<file path="src/rtl/dsdmnist_result_reader.sv">
// Result-buffer reader for the MNIST accelerator: reads 10 FP32 scores per image,
// picks the argmax class and streams one prediction per image over valid/ready.
module dsdmnist_result_reader #(
   parameter int unsigned IMGNUM = 10,
   parameter int unsigned FPW    = 32,
   parameter int unsigned ADDRW  = 32,
   localparam int unsigned IMGW  = (IMGNUM > 1) ? $clog2(IMGNUM) : 1
) (
   input  logic             i_CLK,
   input  logic             i_RST_n,
   input  logic             i_START,
   output logic             o_RDBUF_EN,
   output logic [ADDRW-1:0] o_RDBUF_ADDR,
   input  logic [FPW-1:0]   i_RDBUF_DATA,
   output logic             o_PRED_VALID,
   input  logic             i_PRED_READY,
   output logic [3:0]       o_PRED_CLASS,
   output logic [IMGW-1:0]  o_PRED_IMG,
   output logic [FPW-1:0]   o_PRED_SCORE,
   output logic             o_BUSY,
   output logic             o_DONE
);

   typedef enum logic [2:0] {S_IDLE, S_READ, S_LAST, S_EMIT, S_FIN} state_t;

   state_t           state_q, state_d;
   logic [IMGW-1:0]  img_q, img_d;
   logic [3:0]       cls_q, cls_d;
   logic             en_q, en_d;
   logic [ADDRW-1:0] addr_q, addr_d;
   logic             rd_vld_q, rd_vld_d;
   logic [3:0]       rd_cls_q, rd_cls_d;
   logic [FPW-1:0]   best_score_q, best_score_d;
   logic [3:0]       best_cls_q, best_cls_d;
   logic             pvalid_q, pvalid_d;
   logic [3:0]       pclass_q, pclass_d;
   logic [IMGW-1:0]  pimg_q, pimg_d;
   logic [FPW-1:0]   pscore_q, pscore_d;
   logic             busy_q, busy_d;
   logic             done_q, done_d;
   logic [ADDRW-1:0] word_idx;

   // Maps IEEE-754 bit patterns onto an unsigned total order (-0 sorts below +0).
   function automatic logic [FPW-1:0] order_key(input logic [FPW-1:0] x);
      return x[FPW-1] ? ~x : {1'b1, x[FPW-2:0]};
   endfunction

   always_comb begin
      state_d      = state_q;
      img_d        = img_q;
      cls_d        = cls_q;
      en_d         = 1'b0;
      addr_d       = addr_q;
      rd_vld_d     = en_q;
      rd_cls_d     = cls_q;
      best_score_d = best_score_q;
      best_cls_d   = best_cls_q;
      pvalid_d     = pvalid_q;
      pclass_d     = pclass_q;
      pimg_d       = pimg_q;
      pscore_d     = pscore_q;
      busy_d       = busy_q;
      done_d       = 1'b0;
      word_idx     = '0;

      // Compare stage trails address issue by one cycle; class 0 seeds the running best.
      if (rd_vld_q && (rd_cls_q == 4'd0 ||
                       order_key(i_RDBUF_DATA) > order_key(best_score_q))) begin
         best_score_d = i_RDBUF_DATA;
         best_cls_d   = rd_cls_q;
      end

      case (state_q)
         S_IDLE: begin
            if (i_START) begin
               state_d = S_READ;
               img_d   = '0;
               cls_d   = 4'd0;
               en_d    = 1'b1;
               busy_d  = 1'b1;
            end
         end
         S_READ: begin
            if (cls_q == 4'd9) begin
               state_d = S_LAST;
            end else begin
               cls_d = cls_q + 4'd1;
               en_d  = 1'b1;
            end
         end
         S_LAST: begin
            state_d  = S_EMIT;
            pvalid_d = 1'b1;
            pclass_d = best_cls_d;
            pscore_d = best_score_d;
            pimg_d   = img_q;
         end
         S_EMIT: begin
            if (i_PRED_READY) begin
               pvalid_d = 1'b0;
               if (img_q < IMGW'(IMGNUM - 1)) begin
                  state_d = S_READ;
                  img_d   = img_q + IMGW'(1);
                  cls_d   = 4'd0;
                  en_d    = 1'b1;
               end else begin
                  state_d = S_FIN;
                  busy_d  = 1'b0;
                  done_d  = 1'b1;
               end
            end
         end
         S_FIN: begin
            state_d = S_IDLE;
         end
         default: begin
            state_d = S_IDLE;
         end
      endcase

      word_idx = ADDRW'(img_d) * ADDRW'(10) + ADDRW'(cls_d);
      if (en_d) begin
         addr_d = word_idx << 2;
      end
   end

   always_ff @(posedge i_CLK or negedge i_RST_n) begin
      if (!i_RST_n) begin
         state_q      <= S_IDLE;
         img_q        <= '0;
         cls_q        <= '0;
         en_q         <= 1'b0;
         addr_q       <= '0;
         rd_vld_q     <= 1'b0;
         rd_cls_q     <= '0;
         best_score_q <= '0;
         best_cls_q   <= '0;
         pvalid_q     <= 1'b0;
         pclass_q     <= '0;
         pimg_q       <= '0;
         pscore_q     <= '0;
         busy_q       <= 1'b0;
         done_q       <= 1'b0;
      end else begin
         state_q      <= state_d;
         img_q        <= img_d;
         cls_q        <= cls_d;
         en_q         <= en_d;
         addr_q       <= addr_d;
         rd_vld_q     <= rd_vld_d;
         rd_cls_q     <= rd_cls_d;
         best_score_q <= best_score_d;
         best_cls_q   <= best_cls_d;
         pvalid_q     <= pvalid_d;
         pclass_q     <= pclass_d;
         pimg_q       <= pimg_d;
         pscore_q     <= pscore_d;
         busy_q       <= busy_d;
         done_q       <= done_d;
      end
   end

   assign o_RDBUF_EN   = en_q;
   assign o_RDBUF_ADDR = addr_q;
   assign o_PRED_VALID = pvalid_q;
   assign o_PRED_CLASS = pclass_q;
   assign o_PRED_IMG   = pimg_q;
   assign o_PRED_SCORE = pscore_q;
   assign o_BUSY       = busy_q;
   assign o_DONE       = done_q;

endmodule
</file>
<file path="config.mk">
export PLATFORM = sky130hd
export DESIGN_NAME = dsdmnist_result_reader
export DESIGN_NICKNAME = d
export VERILOG_FILES = /design/src/rtl/dsdmnist_result_reader.sv
export SDC_FILE = /design/constraint.sdc
export NUM_CORES = 1
export LEC_CHECK = 0
export ABC_AREA = 1
export BUFFER_PORTS_ARGS = -buffer_cell sky130_fd_sc_hd__buf_2
export CAP_MARGIN = 40
export CORE_ASPECT_RATIO = 1.4
export CORE_MARGIN = 3
export CORE_UTILIZATION = 61
export DETAILED_ROUTE_END_ITERATION = 16
export GPL_TIMING_DRIVEN = 0
export PLACE_DENSITY_LB_ADDON = 0.05
export SYNTH_ARGS = -nofsm -noshare
export SYNTH_HDL_FRONTEND = slang
export SYNTH_SLANG_ARGS = --single-unit
</file>
<file path="constraint.sdc">
create_clock -name i_CLK -period 8.1 [get_ports i_CLK]
set_input_delay 0 -clock i_CLK [delete_from_list [all_inputs] [get_ports i_CLK]]
set_output_delay 0 -clock i_CLK [all_outputs]
set_load 0.01 [all_outputs]
</file>
**Word level (Yosys, flattened, before mapping)**

Cells that the tools add are included.
W data, S select, Z words.

- Register bits after elaboration: 126
- Output and inout bits: 76
- Word-level logic and storage cells: 72

- $add $sub $neg: 3
- $mul: 1
- $lt $le $gt $ge: 2
- Equal/unequal tests: 8
- Muxes and demuxes: 32
- Bitwise logic cells: 2
- Reduce and logical (&&, ||, !) cells: 9

Operators with widths:

| operator | number |
|---|---|
| $mux W32 | 3 |
| $not A32 Y32 | 2 |
| $gt A32 B32 Y1 | 1 |
| $mux W4 | 8 |
| $mux W3 | 4 |
| $pmux W3 S4 | 1 |
| $pmux W4 S3 | 1 |
| $mux W1 | 11 |
| $add A8 B4 Y9 | 1 |
| $add A4 B1 Y4 const B | 2 |
| $ne A2 B2 Y1 const B | 4 |
| $pmux W4 S2 | 1 |
| $mul A4 B3 Y7 const B | 1 |
| $eq A3 B2 Y1 const B | 2 |
| $eq A4 B4 Y1 const B | 1 |
| $logic_not A4 Y1 | 1 |
| $lt A4 B4 Y1 const B | 1 |
| $pmux W1 S2 | 2 |
| $reduce_and A4 Y1 | 1 |
| $reduce_bool A2 Y1 | 2 |
| $eq A3 B1 Y1 const B | 1 |
| $logic_not A3 Y1 | 1 |
| $pmux W1 S3 | 1 |
| $reduce_and A3 Y1 | 1 |
| 3 further kinds | 3 |

**Logic depth before layout (Yosys ltp)**

Gate-level depths: netlist of the first run.

- Word-level depth: 6
- Depth in mapped cells: 22

**Worst setup path before layout of the first run**

OpenSTA, ideal clock, no wires.

- Path kind: reg-to-reg
- From: register state_q[2]
- To: register addr_q[9] (netlist: o_RDBUF_ADDR[9])
- Setup time: 0.118 ns
- Data arrival time: 2.793 ns
- Required time: 7.982 ns
- Path slack: 5.190 ns
- Cell stages (with the launch flop): 15
- Path buffers: 0
- Period minus slack after synthesis: 2.910 ns
- Cell sequence: dfrtp_1 -> nor2_1 -> nand2_1 -> or2_4 -> nand2_1 -> nor2_1 -> o21ai_0 -> ha_1 -> ha_1 -> fa_1 -> inv_1 -> nor2_1 -> nand4_1 -> nand3_1 -> nand2_1

- Word-level cells in the longest chain between the ends: 4
- Elaborated cells on any way between the ends: 8
- Those cells by class: add/sub (1); mul (1); eq/ne (2); mux (3); reduce/logical (1)

Ends and longest elaborated chain:

| item | line | source |
|---|---|---|
| from (decl) | 26 | `state_t state_q, state_d;` |
| from (signal assigned) | 145 | `state_q <= state_d;` |
| $eq A3 B2 Y1 or $logic_not A3 Y1 (tied branches) | 73 | `case (state_q)` |
| $pmux W4 S2 * | 73 |  |
| named net img_d[1] | 27 | `logic [IMGW-1:0] img_q, img_d;` |
| $mul A4 B3 Y7 * | 121 | `word_idx = ADDRW'(img_d) * ADDRW'(10) + ADDRW'(cls_d);` |
| $add A8 B4 Y9 * | 121 |  |
| to (signal assigned) | 149 | `addr_q <= addr_d;` |
| to (decl) | 30 | `logic [ADDRW-1:0] addr_q, addr_d;` |

The timed path passes the listed nets; every way through them passes the cells marked *.
A chain may end at the register's enable or synchronous reset.

**Final worst setup path of the first run**

- From: register state_q[2]
- To: register addr_q[10] (netlist: o_RDBUF_ADDR[10])

The elaborated chain is that of the path after synthesis.

==> reports/results.tsv, run 1 <==
stage	metric	value	unit
run_status	outcome	completed	
cells_and_area	fill_cells	821	
routing	drt_iter0_drc	179	
min_path	min-delay-path-class	in2reg	
worst_setup_path	worst_ep_required_time	8380	ps
routing	viasPerCell	5.03	
sta	relSlewSlack	0.587	
worst_setup_path	critPathLaunchType	register	
die	ioPinCount	112	
routing	drc_errors	0	
grt	antenna_found_initial	0	
worst_setup_path	critPathSlowestCell	fa_1	
grt	grt_pass1_wl	23600	um
cells_and_area	area_growth	15.5	%
clock_tree	clk_latency	350	ps
worst_setup_path	timing.critical_path.buf_inv	0	
worst_setup_path	critPathTopFamily	adder cells	
placed_design	port_buffers	87	
sta	finalHoldViolCount	0	
grt	gr-total-overflow	0	
die	die_area	11800	um^2
placed_design	place_hpwl	10500	um
sta	worstMarginPinSlew	612	ps
grt	grt_pass1_vias	5248	
routing	routed_wl	14000	um
power_and_ir_drop	finalPower	3.07	mW
clock_tree	numCtsBuffers	9	
routing	ant_nets	0	
worst_setup_path	cp_max_fo	5	
yosys	synthTopCellsByArea	dfrtp_1, nand2_1, ha_1	
yosys	synth_top_area_cell	dfrtp_1	
yosys	synth_top_flop_cell	dfrtp_1	
yosys	synth_edf_count	0	
clock_tree	clockBufferDepth	2	
yosys	syn_inst	764	
die	initial_utilization	0.635	
die	core_region_area	10100	um^2
yosys	yosys_warnings	0	
worst_setup_path	crit_type	reg2reg	
power_and_ir_drop	p_per_area	415	nW/um^2
die	die_h	127	um
clock_tree	cts_tree	built	
sta	clock_skew	10.0	ps
flow_run	drv_cap	0	
die	chipWidth	92.5	um
die	placementRows	43	
sta	rsz0062_at_grt	false	
yosys	synth_area_per_cell	8.37	um^2
routing	wl_met1	5820	um
sta	fin_setup_tns	0	ps
clock_tree	h-tree-depth	3	
clock_tree	cts-root-buf	clkbuf_16	
grt	grt_usage	0.249	
placed_design	gp_congestion	0.845	
routing	met2_length	7440	um
routing	drt-pass1-iter-count	4	
clock_tree	cts_setup_buffers	0	
worst_setup_path	crit_top_cell	nor2_1	
worst_setup_path	arrival	3670	ps
yosys	ys_ff_latch	105	
clock_tree	cts.sinks	105	
routing	highest_layer	met4	
routing	wl_per_cell	13.7	um
yosys	synth_top_area_frac	0.411	
sta	slew_violations	0	
cells_and_area	nets	967	
yosys	synth-seq-area-share	0.411	
cells_and_area	diodes	0	
grt	grt_max_degree	69	
power_and_ir_drop	leakagePower	4.08	nW
yosys	async_reset_ff_frac	1.00	
worst_setup_path	crit_chain	nor2_1 > nand2_1 > or2_4 > nand2_1 > nor2_1 > o21ai_0 > ha_1 > ha_1 > fa_1 > nand3_1 > nor2_1 > nand3_1 > o21ai_1	
power_and_ir_drop	vdd_ir_drop_max	0.000257	V
clock_tree	clkTransAtPathRegs	70	ps
routing	vias	5154	
sta	setup_violations	0	
yosys	syn-cell-area	6390	um^2
worst_setup_path	end_kind	register	
worst_setup_path	critPathMaxStageDelay	570	ps
sta	fmax	294	MHz
yosys	synth_cell_types	40	
sta	fin_crit	3400	ps
routing	wl_met3	431	um
sta	period_share	0.419	
cells_and_area	drive_gt1_frac	0.190	
==> synthesized netlist by cell type, types with 4 or more instances <==
master	instances
nor2_1	16
clkbuf_1	10
nand2_1	163
xor2_1	32
ha_1	43
nand3_1	84
and2_1	36
nand2_2	21
dfrtp_1	105
a21oi_1	20
o21ai_0	19
buf_2	11
xnor2_1	33
nor3_1	4
buf_4	26
inv_1	103
nand4_1	7
==> logic make-up after synthesis <==
kind of cell | share of synthesized area
flip-flops | 0.411
AO/OA/AOI/OAI | 0.0479
AND/OR/NAND/NOR | 0.249
XOR/XNOR | 0.0890
other | 0.000587
buffers and inverters | 0.112
adder cells (fa/ha/maj) | 0.0904
==> area by class of cell <==
cell class                 instances  area (um^2)  area share
clock buffer                      12          246      0.0334
timing repair buffer              89          475      0.0644
clock inverter                     3         17.5     0.00237
tap                              135          169      0.0229
sequential                       105         2630       0.356
buffer                            50          322      0.0435
inverter                         105          394      0.0534
multi-input combinational        526         3130       0.424
==> tightest hold or removal path, delay by kind of cell <==
family / cells / cell delay, ps
and+or+nand+nor: 2 / 200
buffers and inverters: 2 / 130
==> power by group <==
| part | total, mW | internal [mW] | switching, mW |
|---|---|---|---|
| logic | 1.74 | 0.717 | 1.03 |
| clock network | 0.406 | 0.215 | 0.191 |
| registers | 0.919 | 0.775 | 0.143 |
==> placed cells by master (no fill, tap or decap), types with 12 or more instances in the layout <==
cell	count
buf_4	27
xor2_1	32
dfrtp_1	105
a21oi_1	20
nand2_1	163
buf_2	97
nor2_1	16
o21ai_0	19
conb_1	23
ha_1	43
inv_1	103
and2_1	36
nand2_2	21
clkbuf_1	12
nand3_1	84
xnor2_1	33
==> worst paths after layout <==
path	startpoint	to	slack, ps	depth (start not counted)
worst min register to register	o_RDBUF_EN$_DFF_PN0_	rd_vld_q$_DFF_PN0_	370	0
worst min-delay path	i_RDBUF_DATA[19]	best_score_q[19]$_DFF_PN0_	20	4
worst max register to register	state_q[2]$_DFFE_PN0P_	o_RDBUF_ADDR[10]$_DFFE_PN0P_	4700	13
min in group asynchronous	i_RST_n	o_PRED_SCORE[10]$_DFFE_PN0P_	180	2
max in group asynchronous	i_RST_n	best_score_q[29]$_DFF_PN0_	7210	3
worst max-delay path	state_q[2]$_DFFE_PN0P_	o_RDBUF_ADDR[10]$_DFFE_PN0P_	4700	13
==> metal layers <==
metal / up-vias / GRT usage
met5: - / 0
met4: 0 / 0.0866
met2: 96 / 0.459
met3: 26 / 0.0347
met1: 2433 / 0.293
li1: 2599 / -
==> per-stage QoR <==
stage                      util  hold WS (ps)  instances  instance area (um^2)  setup WS (ps)
after detailed placement  0.707          11.2       1009                  7110           4710
after global routing      0.734          23.6       1025                  7380           4490
final                     0.734          15.0       1025                  7380           4700
after CTS                 0.734          9.48       1025                  7380           4690
after global placement    0.704           351       1008                  7080           4830
after floorplan               -          -296        786                  6480           5190
==> what timing repair did <==
action / CTS / global route
resized for setup: 0 / 0
endpoints found under the hold margin: 37 / 0
hold buffers: 1 / 0
(Power assumes the default switching activity.)
==> run 2, diff against run 1 <==
--- a/config.mk
+++ b/config.mk
@@ -10,7 +10,7 @@
 export CAP_MARGIN = 40
 export CORE_ASPECT_RATIO = 1.4
 export CORE_MARGIN = 3
-export CORE_UTILIZATION = 61
+export CORE_UTILIZATION = 57
 export DETAILED_ROUTE_END_ITERATION = 16
 export GPL_TIMING_DRIVEN = 0
 export PLACE_DENSITY_LB_ADDON = 0.05
==> constraint.sdc (replaced) <==
create_clock -name i_CLK -period 3.5 [get_ports i_CLK]
set_input_delay 0 -clock i_CLK [delete_from_list [all_inputs] [get_ports i_CLK]]
set_output_delay 0 -clock i_CLK [all_outputs]
set_load 0.01 [all_outputs]
==> run 2 against run 1 <==
Sequential share of layout area decreased by 0.11 points. Core utilization decreased by 5.6 points. Global-route usage decreased by 1.4 points. Register-to-register slack got worse by 4400 ps. Worst hold slack got worse by 4.6 ps. Final area increased by 0.32%. Critical endpoint unchanged. Largest cell class unchanged. Highest routed layer unchanged.
==> reports/results.tsv, run 2 (synthesized netlist as in run 1, its figures left out) <==
stage	metric	value	unit	change
die	placementRows	45		was 43
placed_design	port_buffers	87		unchanged
sta	fin_setup_tns	0	ps	unchanged
grt	gr-total-overflow	0		unchanged
routing	drc_errors	0		unchanged
worst_setup_path	r2r_cells	14		was 13
grt	antenna_found_initial	0		unchanged
die	die_area	12500	um^2	was 11800 um^2
sta	fin_crit	3210	ps	was 3400 ps
clock_tree	numCtsBuffers	9		unchanged
placed_design	gp_congestion	0.855		was 0.845
cells_and_area	final_cell_mix	nand2_1, dfrtp_1, inv_1, buf_2, nand3_1		unchanged
routing	drt_iter0_drc	178		was 179
die	chipWidth	95.5	um	was 92.5 um
routing	viasPerCell	5.01		was 5.03
routing	drt-pass1-iter-count	4		unchanged
sta	fmax	311	MHz	was 294 MHz
worst_setup_path	end_kind	register		unchanged
sta	slew_violations	0		unchanged
routing	wl_per_cell	13.6	um	was 13.7 um
flow_run	drv_cap	0		unchanged
sta	finalHoldViolCount	0		unchanged
die	initial_utilization	0.585		was 0.635
cells_and_area	final_core_util	0.678		was 0.734
sta	clock_skew	11.2	ps	was 10.0 ps
power_and_ir_drop	leakagePower	4.09	nW	was 4.08 nW
grt	grt_pass1_vias	5180		was 5248
clock_tree	clkTransAtPathRegs	80	ps	was 70 ps
grt	grt_pass1_wl	23600	um	about the same
min_path	min-delay-path-class	in2reg		unchanged
cells_and_area	final_common_cell	nand2_1		unchanged
clock_tree	clockBufferDepth	2		unchanged
placed_design	place_hpwl	10500	um	about the same
cells_and_area	nets	967		unchanged
sta	period_share	0.918		was 0.419
min_path	hold_depth	4		unchanged
worst_setup_path	arrival	3490	ps	was 3670 ps
cells_and_area	drive_gt1_frac	0.194		was 0.190
sta	relSlewSlack	0.562		was 0.587
die	core_region_area	10900	um^2	was 10100 um^2
run_status	outcome	completed		unchanged
sta	worstMarginPinSlew	658	ps	was 612 ps
clock_tree	cts-root-buf	clkbuf_16		unchanged
grt	grt_usage	0.235		was 0.249
cells_and_area	area_growth	15.9	%	was 15.5%
worst_setup_path	critPathLaunchType	register		unchanged
worst_setup_path	worst_ep_required_time	3780	ps	was 8380 ps
routing	routed_wl	14000	um	about the same
routing	ant_nets	0		unchanged
worst_setup_path	crit_type	reg2reg		unchanged
power_and_ir_drop	vdd_ir_drop_max	0.000431	V	was 0.000257 V
grt	grt_max_degree	58		was 69
cells_and_area	diodes	0		unchanged
die	die_h	131	um	was 127 um
die	ioPinCount	112		unchanged
worst_setup_path	cp_max_fo	5		unchanged
power_and_ir_drop	p_per_area	963	nW/um^2	was 415 nW/um^2
routing	vias	5174		was 5154
sta	setup_violations	0		unchanged
clock_tree	cts_tree	built		unchanged
clock_tree	cts.sinks	105		unchanged
clock_tree	clk_latency	350	ps	about the same
sta	rsz0062_at_grt	false		unchanged
clock_tree	h-tree-depth	3		unchanged
## run 2: final timing paths
check	start	endpoint	slack, ps
max reg2reg	img_q[0]$_DFF_PN0_	o_RDBUF_ADDR[10]$_DFFE_PN0P_	290
max	img_q[0]$_DFF_PN0_	o_RDBUF_ADDR[10]$_DFFE_PN0P_	290
min reg2reg	o_RDBUF_EN$_DFF_PN0_	rd_vld_q$_DFF_PN0_	380
min	i_RDBUF_DATA[21]	best_score_q[21]$_DFF_PN0_	10
max in group asynchronous	i_RST_n	best_cls_q[3]$_DFF_PN0_	2580
min in group asynchronous	i_RST_n	o_PRED_SCORE[11]$_DFFE_PN0P_	220
## run 2: per-layer routing
layer  global-route usage  up-vias  share of wire
li1                     -     2598              -
met1                0.277     2447           0.41
met2                0.427      106           0.53
met3               0.0321       23          0.038
met4               0.0767        0          0.020
met5                    0        -              0
## run 2: area by class of cell
class,count,area [um^2]
fillers,925,3510
clock buffers,9,225
repair buffers,89,475
multi-input cells,526,3130
well taps,141,176
flip-flops and latches,105,2630
inverters,105,394
clock inverters,7,55.1
plain buffers,50,322
## run 2: per-stage QoR
stage | hold slack [ps] | std cells | power [mW] | setup WS (ps) | area, um^2
floorplan | -296 | 786 | 5.10 | 590 | 6480
CTS | 8.15 | 1032 | 7.20 | 64.8 | 7410
global placement | 352 | 1014 | 6.03 | 165 | 7090
finish | 10.4 | 1032 | 7.14 | 288 | 7410
global route | 28.7 | 1032 | 7.84 | 80.9 | 7410
detailed placement | 73.1 | 1015 | 6.18 | 92.4 | 7120
## run 2: power by group
part           switching (mW)  leakage (nW)  internal [mW]
registers               0.336          1.26           1.79
clock network           0.482         0.138          0.491
logic                    2.38          2.69           1.66
## run 2: what timing repair did
item                                    4_1_cts  5_1_grt
resized for setup                             0        2
hold buffers                                  1        0
hold endpoints to repair                     48        0
setup buffers                                 0        0
endpoints found under the setup margin        0        3
## run 2: critical path: stages (launching register included)
cell	delay [ps]
dfrtp_1	360
inv_1	100
ha_1	210
a21oi_1	240
o21ai_2	100
inv_1	110
nor2_1	70
o21ai_1	380
ha_1	310
ha_1	230
fa_1	550
nand3_1	130
nor2_1	150
nand3_1	90
o21ai_1	120
==> run 3, diff against run 2 <==
--- a/config.mk
+++ b/config.mk
@@ -5,15 +5,15 @@
 export SDC_FILE = /design/constraint.sdc
 export NUM_CORES = 1
 export LEC_CHECK = 0
-export ABC_AREA = 1
 export BUFFER_PORTS_ARGS = -buffer_cell sky130_fd_sc_hd__buf_2
 export CAP_MARGIN = 40
 export CORE_ASPECT_RATIO = 1.4
 export CORE_MARGIN = 3
-export CORE_UTILIZATION = 57
+export CORE_UTILIZATION = 56
 export DETAILED_ROUTE_END_ITERATION = 16
 export GPL_TIMING_DRIVEN = 0
 export PLACE_DENSITY_LB_ADDON = 0.05
+export SLEW_MARGIN = 20
 export SYNTH_ARGS = -nofsm -noshare
 export SYNTH_HDL_FRONTEND = slang
 export SYNTH_SLANG_ARGS = --single-unit
==> run 3 against run 2 <==
Final cell count is 12% lower. Global-route usage is 1.6 points higher. Sequential power is 2% higher. Maximum frequency is 3.5% lower. Die area is 2.4% lower. Critical path type unchanged. Largest power group unchanged. Via count is 5.8% lower.
==> reports/results.tsv, run 3 <==
stage	metric	value	unit	change
worst_setup_path	worst_ep_required_time	3740	ps	was 3780 ps
grt	grt_max_degree	60		was 58
cells_and_area	final_common_cell	dfrtp_1		was nand2_1
sta	period_share	0.950		was 0.918
sta	relSlewSlack	0.459		was 0.562
cells_and_area	drive_gt1_frac	0.270		was 0.194
grt	grt_pass1_vias	5038		was 5180
yosys	synthTopCellsByArea	dfrtp_1, ha_1, xnor2_1		was dfrtp_1, nand2_1, ha_1
worst_setup_path	critPathTopFamily	compound AO/OA/AOI/OAI gates		was adder cells
power_and_ir_drop	leakagePower	3.63	nW	was 4.09 nW
sta	worstMarginPinSlew	812	ps	was 658 ps
routing	drt_iter0_drc	188		was 178
sta	slew_violations	0		unchanged
routing	viasPerCell	5.39		was 5.01
yosys	synth_area_per_cell	10.1	um^2	was 8.37 um^2
yosys	async_reset_ff_frac	1.00		unchanged
power_and_ir_drop	finalPower	7.08	mW	was 7.14 mW
yosys	syn_inst	604		was 764
sta	fmax	301	MHz	was 311 MHz
yosys	yosys_warnings	0		unchanged
yosys	syn-cell-area	6120	um^2	was 6390 um^2
clock_tree	clockBufferDepth	2		unchanged
worst_setup_path	end_kind	register		unchanged
clock_tree	cts_tree	built		unchanged
flow_run	drv_cap	0		unchanged
cells_and_area	final_core_util	0.718		was 0.678
yosys	yosys-top-cells-count	dfrtp_1, nor2_1, nand2_1, ha_1, xnor2_1		was nand2_1, dfrtp_1, inv_1, nand3_1, ha_1
cells_and_area	nets	843		was 967
sta	rsz0062_at_grt	true		was false
cells_and_area	final_cell_count_no_fill	905		was 1032
placed_design	dp_slack	-110	ps	was 92.4 ps
grt	grt_pass1_wl	23900	um	was 23600 um
routing	ant_nets	0		unchanged
grt	antenna_found_initial	0		unchanged
placed_design	port_buffers	87		unchanged
power_and_ir_drop	vdd_ir_drop_max	0.000455	V	was 0.000431 V
clock_tree	numCtsBuffers	9		unchanged
worst_setup_path	cp_max_fo	10		was 5
clock_tree	clk_latency	350	ps	about the same
die	placementRows	44		was 45
worst_setup_path	crit_chain	inv_1 > ha_1 > nand2b_1 > a21boi_0 > o21ai_0 > a221oi_4 > clkbuf_4 > o22ai_1 > ha_1 > fa_1 > a21oi_1 > nor2b_1 > nand2_1 > mux2i_1 > a21oi_1		was inv_1 > ha_1 > a21oi_1 > o21ai_2 > inv_1 > nor2_1 > o21ai_1 > ha_1 > ha_1 > fa_1 > nand3_1 > nor2_1 > nand3_1 > o21ai_1
die	chipWidth	94.4	um	was 95.5 um
routing	drc_errors	0		unchanged
cells_and_area	diodes	0		unchanged
cells_and_area	area_growth	23.3	%	was 15.9%
clock_tree	cts.sinks	105		unchanged
die	initial_utilization	0.582		was 0.585
yosys	synth_cell_types	57		was 40
routing	drt-pass1-iter-count	4		unchanged
cells_and_area	final_cell_mix	dfrtp_1, buf_2, nor2_1, nand2_1, ha_1		was nand2_1, dfrtp_1, inv_1, buf_2, nand3_1
worst_setup_path	crit_type	reg2reg		unchanged
yosys	yosysMostFrequentCell	dfrtp_1		was nand2_1
grt	gr-total-overflow	0		unchanged
sta	whs	111	ps	was 10.4 ps
sta	finalHoldViolCount	0		unchanged
run_status	outcome	completed		unchanged
die	die_h	130	um	was 131 um
placed_design	post-place-cells	852		was 1015
clock_tree	h-tree-depth	3		unchanged
placed_design	place_hpwl	10700	um	was 10500 um
yosys	synth_edf_count	0		unchanged
routing	wl_per_cell	16.2	um	was 13.6 um
die	die_area	12200	um^2	was 12500 um^2
die	core_region_area	10500	um^2	was 10900 um^2
yosys	synth_top_area_frac	0.429		was 0.411
sta	clock_skew	7.26	ps	was 11.2 ps
worst_setup_path	timing.critical_path.buf_inv	2		unchanged
worst_setup_path	arrival	3570	ps	was 3490 ps
routing	vias	4876		was 5174
worst_setup_path	critPathSlowestCell	dfrtp_1		was fa_1
sta	fin_ws	173	ps	was 288 ps
yosys	synth_top_area_cell	dfrtp_1		unchanged
routing	routed_wl	14700	um	was 14000 um
min_path	min-delay-path-class	in2reg		unchanged
grt	grt_usage	0.251		was 0.235
sta	fin_crit	3330	ps	was 3210 ps
yosys	synth-seq-area-share	0.429		was 0.411
worst_setup_path	critPathMaxStageDelay	440	ps	was 550 ps
yosys	synth_top_flop_cell	dfrtp_1		unchanged
sta	setup_violations	0		unchanged
clock_tree	clkTransAtPathRegs	70	ps	was 80 ps
power_and_ir_drop	p_per_area	938	nW/um^2	was 963 nW/um^2
placed_design	gp_congestion	0.852		was 0.855
clock_tree	cts-root-buf	clkbuf_16		unchanged
worst_setup_path	critPathLaunchType	register		unchanged
die	ioPinCount	112		unchanged
yosys	ys_ff_latch	105		unchanged
## run 3: cell count changes in the layout (fill, tap and decap cells not counted), moves of 7 or more
cell | before | now
nand2_1 | 163 | 49
inv_1 | 102 | 12
nand3_1 | 84 | 12
nor2_1 | 16 | 52
and2_1 | 36 | 2
a31oi_1 | 2 | 35
dlygate4sd3_1 | 1 | 34
nand3_2 | 1 | 30
o21ai_1 | 2 | 29
nand2_2 | 21 | 0
o21ai_2 | 1 | 11
o21ai_0 | 18 | 10
mux2_2 | 0 | 7
## run 3: worst paths after layout
kind	startpoint	end	slack, ps	cells past startpoint
worst max-delay path	img_q[0]$_DFF_PN0_	o_RDBUF_ADDR[9]$_DFFE_PN0P_	170	15
worst min-delay path	i_RDBUF_DATA[31]	best_score_q[31]$_DFF_PN0_	110	3
worst max register to register	img_q[0]$_DFF_PN0_	o_RDBUF_ADDR[9]$_DFFE_PN0P_	170	15
worst min register to register	o_RDBUF_EN$_DFF_PN0_	rd_vld_q$_DFF_PN0_	410	0
max in group asynchronous	i_RST_n	best_cls_q[1]$_DFF_PN0_	2710	3
min in group asynchronous	i_RST_n	best_score_q[9]$_DFF_PN0_	150	2
## run 3: layer usage
layer  GRT usage  share of wire  vias to the layer above  routed length (um)
met5           0              0                        -                   0
met4      0.0893          0.020                        0                 292
met3      0.0334          0.030                       19                 438
met2       0.471           0.57                       92                8290
met1       0.288           0.38                     2377                5630
li1            -              -                     2388                   -
## run 3: per-stage QoR
| stage | TNS (ps) | cell area (um^2) |
|---|---|---|
| finish | 0 | 7550 |
| global route | -122 | 7550 |
| CTS | 0 | 7490 |
| detailed placement | -2300 | 6850 |
| global placement | -1560 | 6810 |
| floorplan | 0 | 6200 |
## run 3: kinds of logic (layout without fill, tap and decap cells)
logic type	Yosys count	in the layout	share of synthesized area
other cells	1	23	0.000613
simple gates	174	174	0.156
fa+ha+maj	45	45	0.0944
mux	9	9	0.0161
flops	105	105	0.429
compound gates	135	135	0.142
buf+inv	66	207	0.0623
xor+xnor	69	69	0.0987
## run 3: layout make-up
cell class,count,area [um^2]
buffer,54,345
multi-input combinational,455,3240
fill,814,2970
timing repair buffer,125,832
sequential,105,2630
clock inverter,6,48.8
clock buffer,10,239
tap,138,173
inverter,12,45.0
## run 3: repair_timing
action / in CTS / in global routing
hold endpoints to repair: 113 / 0
endpoints found under the setup margin: 62 / 34
hold buffers: 34 / 0
pin swaps: 0 / 1
resized for setup: 4 / 10
buffers inserted: 0 / 3
## run 3: worst min-delay path, delay by kind of cell
family / cells / cell delay, ps
buf+inv: 1 / 190
compound gates: 1 / 160
simple gates: 1 / 70
## run 3: power by group
| group | leakage, nW | internal [mW] | total, mW | switching (mW) |
|---|---|---|---|---|
| clock network | 0.137 | 0.511 | 0.996 | 0.484 |
| registers | 1.26 | 1.78 | 2.17 | 0.390 |
| logic | 2.23 | 1.67 | 3.92 | 2.25 |
